`config.mk`:
```
export PLATFORM = sky130hd
export DESIGN_NAME = sync_timing_generator
export DESIGN_NICKNAME = d
export VERILOG_FILES = /design/src/rtl/sync_timing_generator.sv
export SDC_FILE = /design/constraint.sdc
export NUM_CORES = 1
export LEC_CHECK = 0
export ABC_AREA = 1
export ABC_CLOCK_PERIOD_IN_PS = 2090
export CORE_ASPECT_RATIO = 0.9
export CORE_MARGIN = 2
export CORE_UTILIZATION = 45
export CTS_CLUSTER_DIAMETER = 200
export DETAILED_ROUTE_END_ITERATION = 10
export HOLD_SLACK_MARGIN = 0.05
export PLACE_DENSITY = 0.73
export SYNTH_ARGS = -nofsm -noshare
export SYNTH_HDL_FRONTEND = slang
export SYNTH_SLANG_ARGS = --single-unit
export TNS_END_PERCENT = 100
```
`constraint.sdc`:
```
create_clock -name clk4mhz -period 2.09 [get_ports clk4mhz]
set_input_delay 0.418 -clock clk4mhz [delete_from_list [all_inputs] [get_ports clk4mhz]]
set_output_delay 0.418 -clock clk4mhz [all_outputs]
set_load 0.01 [all_outputs]
```
`src/rtl/sync_timing_generator.sv`:
```
//----------------------------------------------------------------------------
// Module   : sync_timing_generator
// Purpose  : 4 MHz composite/vertical sync generator with live column/line
//            position. Optional blank output when SYNC_GEN_BLANK_EN is defined.
// Revision : 1.0  initial release
//----------------------------------------------------------------------------
`default_nettype none

module sync_timing_generator #(
  parameter int H_TOTAL      = 254,
  parameter int H_SYNC       = 19,
  parameter int V_TOTAL      = 262,
  parameter int V_SYNC_LINES = 3
) (
  input  logic       clk4mhz,
  input  logic       reset_n,
  input  logic       run,
  output logic       csync,
  output logic       vsync,
  output logic [9:0] column_count,
  output logic [9:0] line_count,
  output logic       frame_start
`ifdef SYNC_GEN_BLANK_EN
  ,
  output logic       blank
`endif
);

  if ((H_TOTAL < 16) || (H_TOTAL > 1023) || (V_TOTAL < 8) || (V_TOTAL > 1023) ||
      (H_SYNC < 1) || (H_SYNC >= H_TOTAL / 2) ||
      (V_SYNC_LINES < 1) || (V_SYNC_LINES >= V_TOTAL)) begin : g_badParams
    $error("sync_timing_generator: illegal timing parameters");
  end

  typedef enum logic [0:0] {
    IDLE   = 1'b0,
    ACTIVE = 1'b1
  } state_t;

  localparam logic [9:0] c_hLast      = 10'(H_TOTAL - 1);
  localparam logic [9:0] c_vLast      = 10'(V_TOTAL - 1);
  localparam logic [9:0] c_hSync      = 10'(H_SYNC);
  localparam logic [9:0] c_broadEnd   = 10'(H_TOTAL - H_SYNC);
  localparam logic [9:0] c_vSyncLines = 10'(V_SYNC_LINES);

  state_t     r_state;
  logic [9:0] w_nextCol;
  logic [9:0] w_nextLine;
  logic       w_inVsync;
  logic       w_csync;

  // Outputs are decoded from the position the counters are about to take,
  // so syncs and counts change on the same edge.
  always_comb begin
    w_nextCol  = 10'd0;
    w_nextLine = 10'd0;
    if (r_state == ACTIVE) begin
      if (column_count == c_hLast) begin
        w_nextLine = (line_count == c_vLast) ? 10'd0 : line_count + 10'd1;
      end else begin
        w_nextCol  = column_count + 10'd1;
        w_nextLine = line_count;
      end
    end
  end

  assign w_inVsync = (w_nextLine < c_vSyncLines);
  assign w_csync   = w_inVsync ? (w_nextCol >= c_broadEnd) : (w_nextCol >= c_hSync);

`ifdef SYNC_GEN_BLANK_EN
  localparam logic [10:0] c_vBlankEnd   = 11'(V_SYNC_LINES + 6);
  localparam logic [10:0] c_hBlankEnd   = 11'(H_SYNC + 10);
  localparam logic [9:0]  c_hBlankStart = 10'(H_TOTAL - 6);

  logic w_blank;
  assign w_blank = ({1'b0, w_nextLine} < c_vBlankEnd) ||
                   ({1'b0, w_nextCol} < c_hBlankEnd) ||
                   (w_nextCol >= c_hBlankStart);
`endif

  always_ff @(posedge clk4mhz or negedge reset_n) begin
    if (!reset_n) begin
      r_state      <= IDLE;
      column_count <= 10'd0;
      line_count   <= 10'd0;
      csync        <= 1'b1;
      vsync        <= 1'b1;
      frame_start  <= 1'b0;
`ifdef SYNC_GEN_BLANK_EN
      blank        <= 1'b1;
`endif
    end else if (!run) begin
      r_state      <= IDLE;
      column_count <= 10'd0;
      line_count   <= 10'd0;
      csync        <= 1'b1;
      vsync        <= 1'b1;
      frame_start  <= 1'b0;
`ifdef SYNC_GEN_BLANK_EN
      blank        <= 1'b1;
`endif
    end else begin
      // Leaving IDLE yields next position 0/0, which restarts the frame.
      r_state      <= ACTIVE;
      column_count <= w_nextCol;
      line_count   <= w_nextLine;
      csync        <= w_csync;
      vsync        <= !w_inVsync;
      frame_start  <= (w_nextCol == 10'd0) && (w_nextLine == 10'd0);
`ifdef SYNC_GEN_BLANK_EN
      blank        <= w_blank;
`endif
    end
  end

endmodule

`default_nettype wire

```
Yosys cells after proc, flatten, opt, wreduce, memory -nomap -nowiden
Cells that the tools add are included.
{"block": "classes", "muxes": 12, "eq_ne": 2, "reduce_logical": 4, "shifts": 0, "div": 0, "multipliers": 0, "addsub": 2, "bitwise": 0, "order_cmp": 3}
{"op": "2-to-1 mux 10 bit", "count": 7}
{"op": "adder 10 x 1 -> 10 bit (second input constant)", "count": 2}
{"op": "logical NOT 10 bit", "count": 2}
{"op": "== test 10 x 8 -> 1 bit (second input constant)", "count": 1}
{"op": "== test 10 x 9 -> 1 bit (second input constant)", "count": 1}
{"op": "greater-or-equal comparator 10 x 5 -> 1 bit (second input constant)", "count": 1}
{"op": "greater-or-equal comparator 10 x 8 -> 1 bit (second input constant)", "count": 1}
{"op": "less-than comparator 10 x 2 -> 1 bit (second input constant)", "count": 1}
{"op": "2-to-1 mux 1 bit", "count": 5}
{"op": "logical AND 1 bit", "count": 1}
{"op": "logical NOT 1 bit", "count": 1}
{"block": "totals", "ff_bits": 24, "rom_bits": 0, "inputBits": 3, "ram_bits": 0, "out_inout_bits": 23, "latchBits": 0, "memories": 0}

Longest topological paths before layout
{"block": "logic_depth", "depth_word": 7, "mapped_depth": 15}

Worst setup path before layout
No wires, ideal clock.
{"block": "synth_timing", "kind": "register -> register", "from": "reg column_count[1]", "to": "reg csync", "stages_incl_launch_ff": 14, "period_less_slack_ns": 1.708, "t_arrival_ns": 1.626, "setup_slack_ns": 0.382, "setup_ns": 0.082, "path_cell_list": "dfrtp_1 > inv_1 > ha_1 > inv_1 > nor2_1 > nand3_4 > nand2_4 > inv_4 > nand3b_1 > nand2_1 > nor2_1 > nand3_1 > nand2_1 > nand3_1"}
{"block": "synth_via", "elab_chain_cells": 6}
{"item": "from (decl)", "line": "20", "source": "output logic [9:0] column_count,"}
{"item": "from (signal assigned)", "line": "105", "source": "column_count <= w_nextCol;"}
{"item": "adder 10 x 1 -> 10 bit or == test 10 x 8 -> 1 bit (tied branches)", "line": "61, 58"}
{"item": "2-to-1 mux 10 bit", "line": "58", "source": "if (column_count == c_hLast) begin"}
{"item": "2-to-1 mux 10 bit", "line": "57", "source": "if (r_state == ACTIVE) begin"}
{"item": "greater-or-equal comparator 10 x 5 -> 1 bit (tied with other cells)", "line": "68", "source": "assign w_csync = w_inVsync ? (w_nextCol >= c_broadEnd) : (w_nextCol >= c_hSync);"}
{"item": "2-to-1 mux 1 bit *", "line": "68"}
{"item": "2-to-1 mux 1 bit *", "line": "92", "source": "end else if (!run) begin"}
{"item": "to (signal assigned)", "line": "107", "source": "csync <= w_csync;"}
{"item": "to (decl)", "line": "18", "source": "output logic csync,"}
Every way passes the cells marked *; elsewhere a longest branch is shown, timed or not.

Worst setup path after layout
{"block": "layout_timing", "from": "reg line_count[1]", "to": "reg csync"}
{"block": "layout_via", "elab_chain_cells": 7}
{"item": "from (decl)", "line": "21", "source": "output logic [9:0] line_count,"}
{"item": "from (signal assigned)", "line": "106", "source": "line_count <= w_nextLine;"}
{"item": "adder 10 x 1 -> 10 bit or == test 10 x 9 -> 1 bit (tied branches)", "line": "59", "source": "w_nextLine = (line_count == c_vLast) ? 10'd0 : line_count + 10'd1;"}
{"item": "2-to-1 mux 10 bit", "line": "59"}
{"item": "2-to-1 mux 10 bit *", "line": "58"}
{"item": "2-to-1 mux 10 bit *", "line": "57"}
{"item": "less-than comparator 10 x 2 -> 1 bit *", "line": "67", "source": "assign w_inVsync = (w_nextLine < c_vSyncLines);"}
{"item": "2-to-1 mux 1 bit *", "line": "68"}
{"item": "2-to-1 mux 1 bit *", "line": "92"}
Marked as above.

==> results by stage <==
Worst setup path:
- The category of the most critical setup path is reg2reg.
- STA classifies the critical path endpoint as a register.
- The startpoint type of the worst setup path is a register.
- The highest fanout seen on the critical path is 5.
- The required time at the endpoint of the critical path is 2.27 ns.
- For the worst setup path, the data arrival time is 2.06 ns.

Logic synthesis:
- The fraction of the mapped netlist area in adder cells is 0.0290.
- The fraction of synthesized area in multiplexers is 0.
- Yosys attributes the largest share of cell area to dfrtp_1 32%, nand2_1 16%, nor2_1 10%.
- Dividing the synthesized area by the synthesized cell count gives 6.79 µm².
- The most common cell in the synthesized netlist is nand2_1.
- The most used flip-flop cell after synthesis is dfrtp_1.
- By area, the combinational part of the netlist is dominated by simple AND/OR/NAND/NOR gates.
- The mapped netlist covers 1720 µm².
- The largest total area in the synthesized netlist belongs to dfrtp_1.
- The commonest cells after synthesis are 73 x nand2_1, 46 x nor2_1, 33 x inv_1.
- The count of yosys warnings during synthesis is 0.
- Synthesis inferred 24 register bits.
- The complex-gate fraction of the synthesized area came to 0.0116.
- The xor and xnor area share after synthesis is 0.0203.
- The share of flip-flops with an asynchronous set or reset after synthesis is 1.00.
- Of the total synthesized cell area, the portion taken by AND, OR, NAND and NOR gates is 0.493.
- The number of flops mapped to enable cells by yosys is 0.
- Synthesis produced a netlist whose cell count is 254.
- The share of Yosys cell area claimed by the top area cell type is 0.319.
- Counting distinct cell types in the post-synthesis netlist gives 28.
- Of the synthesized area, sequential elements account for 0.350.
- Counting every net in the synthesized netlist gives 261.

Global routing:
- The initial antenna violation count is 0.
- The largest net degree at the start of global routing is 25.
- The first global-routing pass estimated 7080 µm of wire.
- The via count of the first global-routing pass came to 1,624.
- In the global route stage, overall resource usage came out at 0.198.
- The overall overflow remaining after global route is 0.

Placement:
- The standard cell area after detailed placement is 2050 µm².
- The sum of net half-perimeters after detailed placement is 3160 µm.
- The routability congestion estimate from global placement is 0.875.
- During placement, the flow inserted port buffers numbering 25.

STA:
- The final number of max-transition violations was 0.
- After layout, the minimum clock period comes to 1.88 ns.
- Measured against its own limit, the worst slew margin works out to 0.728.
- Adding up every negative setup slack in the final design gives 0 ns.
- The final worst clock skew is 0.00653 ns.
- Based on the critical path, the design can be clocked at up to 533 MHz.
- For the pin with the worst max-slew slack, the measured transition is 0.408 ns.
- The ratio of final minimum period to clock period is 0.897.
- Setup repair after global routing left no endpoint under its margin.
- The number of endpoints failing setup at the final stage is 0.
- The final hold violation count was 0.

Final layout:
- The filler cell count is 371.
- The sequential cells in the finished layout cover a total of 603 µm².
- The repair_antennas step left the layout with diodes totalling 0.
- The layout cell share with drive strength beyond 1 is 0.120.
- The final design area excluding fillers is 2100 µm².
- At the end of the flow the core is filled with cells to 0.566.
- The layout net count is 291.
- The layout overhead on the synthesized area is 21.7%.
- Summing all multi-input logic gate instances after layout gives 961 µm².

Floorplan:
- The die boundary height is 62.7 µm.
- For this configuration, the core starts out at a cell density of 0.465.
- The floorplan has 21 rows.
- The die is 69.2 µm wide.
- The placeable core region is 3700 µm².
- 26 I/O pins were placed.
- The area of the die is 4340 µm².

Clock tree:
- The number of buffers created by CTS is 3.
- The CTS tree is done.
- The total number of H-tree levels is 1.
- For the worst-skew pair, the clock arrives at the later sink with an insertion delay of 0.26 ns.
- After clock tree synthesis, the clock-pin slew on the worst setup and hold paths is 0.08 ns.
- The cts-stage hold buffer count is 0.
- The maximum clock insertion buffer count is 2.
- The number of clock sinks is 24.
- The buffer cell driving the clock tree root is clkbuf_8.
- After clock tree synthesis, the setup repair step added 0 buffers.
- The number of instances resized during post-cts repair is 0.

Detailed routing:
- The count of vias placed by the detailed router is 1,635.
- The number of design-rule violations left by the first detailed-router iteration is 113.
- The remaining number of nets flagged by the antenna check after routing is 0.
- In the routed layout, each cell is associated on average with a via count of 4.97.
- After detailed routing, the total wire length is 3980 µm.
- The average wire length per cell after detail routing is 12.1 µm.
- For this run, design rule violations remaining after detail routing come to 0.
- The first detailed-routing pass ran for 4 iterations.

Pwr:
- The maximum vdd drop is 0.235 mV.
- The power per standard cell area is 390 nW/µm².
- The analysis attributes to cell leakage a power of 1.07 nW.

Run status:
- The flow ran to the end, and the final reports show no timing, DRC or antenna violations.

Hold path:
- The worst hold path class is in2async.

Job:
- The number of max-cap violations is 0.
cell usage in the layout, fill, tap and decap left out:
cell type	netlist	layout
nand2_1	73	73
xnor2_1	2	2
xor2_1	2	2
nand4_1	7	7
buf_4	0	2
ha_1	4	4
clkinv_4	1	1
a21o_1	1	1
nor2_4	3	3
nand2_2	6	6
buf_12	0	1
clkbuf_8	0	3
nand3_2	2	2
nor2_8	1	1
nand2_4	1	1
inv_2	2	2
inv_4	1	1
nand3_4	2	2
clkbuf_1	2	1
nand3b_1	1	1
nor2_1	46	44
nor2_2	4	6
dfrtp_1	22	22
nor3_2	1	1
o21bai_1	1	1
dfstp_2	2	2
a21oi_1	1	1
nor3_1	2	2
inv_1	33	33
clkdlybuf4s50_1	0	25
nand3_1	30	30
critical path, stage by stage, from the launching register on:
cell and delay (ns):
dfrtp_1 0.43, inv_1 0.14, ha_1 0.19, nand2_1 0.06, nor2_1 0.09, nand3_1 0.13, nand2_1 0.12, nand2_2 0.09
nand3_1 0.13, nand2_1 0.11, inv_1 0.09, nand3_1 0.08, nand2_1 0.07, nand3_1 0.08
report_power, final:
group	leakage (nW)	internal, mW	switching (mW)	total, mW
logic	0.719	0.0265	0.0391	0.0657
registers	0.324	0.472	0.00752	0.479
clock network	0.0228	0.136	0.138	0.274
stage by stage:
stage | instances | worst slack (ns) | total power [mW] | hold WS, ns
floorplan | 254 | 0.382 | 0.520 | 0.122
global placement | 325 | 0.219 | 0.554 | 0.657
detailed placement | 325 | 0.201 | 0.554 | 0.674
CTS | 329 | 0.156 | 0.830 | 0.514
global route | 329 | 0.000344 | 0.867 | 0.530
finish | 329 | 0.215 | 0.819 | 0.506
cell type report:
class | count | share of cell area
Tap cell | 46 | 0.0274
Sequential cell | 24 | 0.287
Clock buffer | 4 | 0.0215
Timing Repair Buffer | 28 | 0.136
Inverter | 37 | 0.0698
Multi-Input combinational cell | 190 | 0.458
routing by layer:
layer	track usage	part of all wire
met1	0.270	0.48
met2	0.335	0.48
met3	0.0194	0.029
met4	0.0539	0.0073
met5	0	0
registers in the layout, summed over array words and instances, names as in the netlist:
signal and count:
column_count 10, r_state 1, csync 1, frame_start 1, vsync 1, line_count 10
cell families (layout without fill, tap and decap cells):
group           after synthesis  count (layout)
buf+inv                      40              69
flops                        24              24
compound gates                3               3
fa+ha+maj                     4               4
simple gates                179             179
xor+xnor                      4               4
path summary, 6_finish.rpt:
kind / from / endpoint / slack, ns / cells past startpoint
worst max-delay path: line_count[1] / csync / 0.21 / 13
worst min-delay path: reset_n / column_count[5] / 0.51 / 2
worst max register to register: line_count[1] / csync / 0.21 / 13
worst min register to register: column_count[2] / column_count[2] / 0.69 / 3
max in group asynchronous: reset_n / vsync / 1.30 / 2
min in group clk4mhz: column_count[2] / column_count[2] / 0.69 / 3
Note: power is estimated with default switching activity, not from simulation.
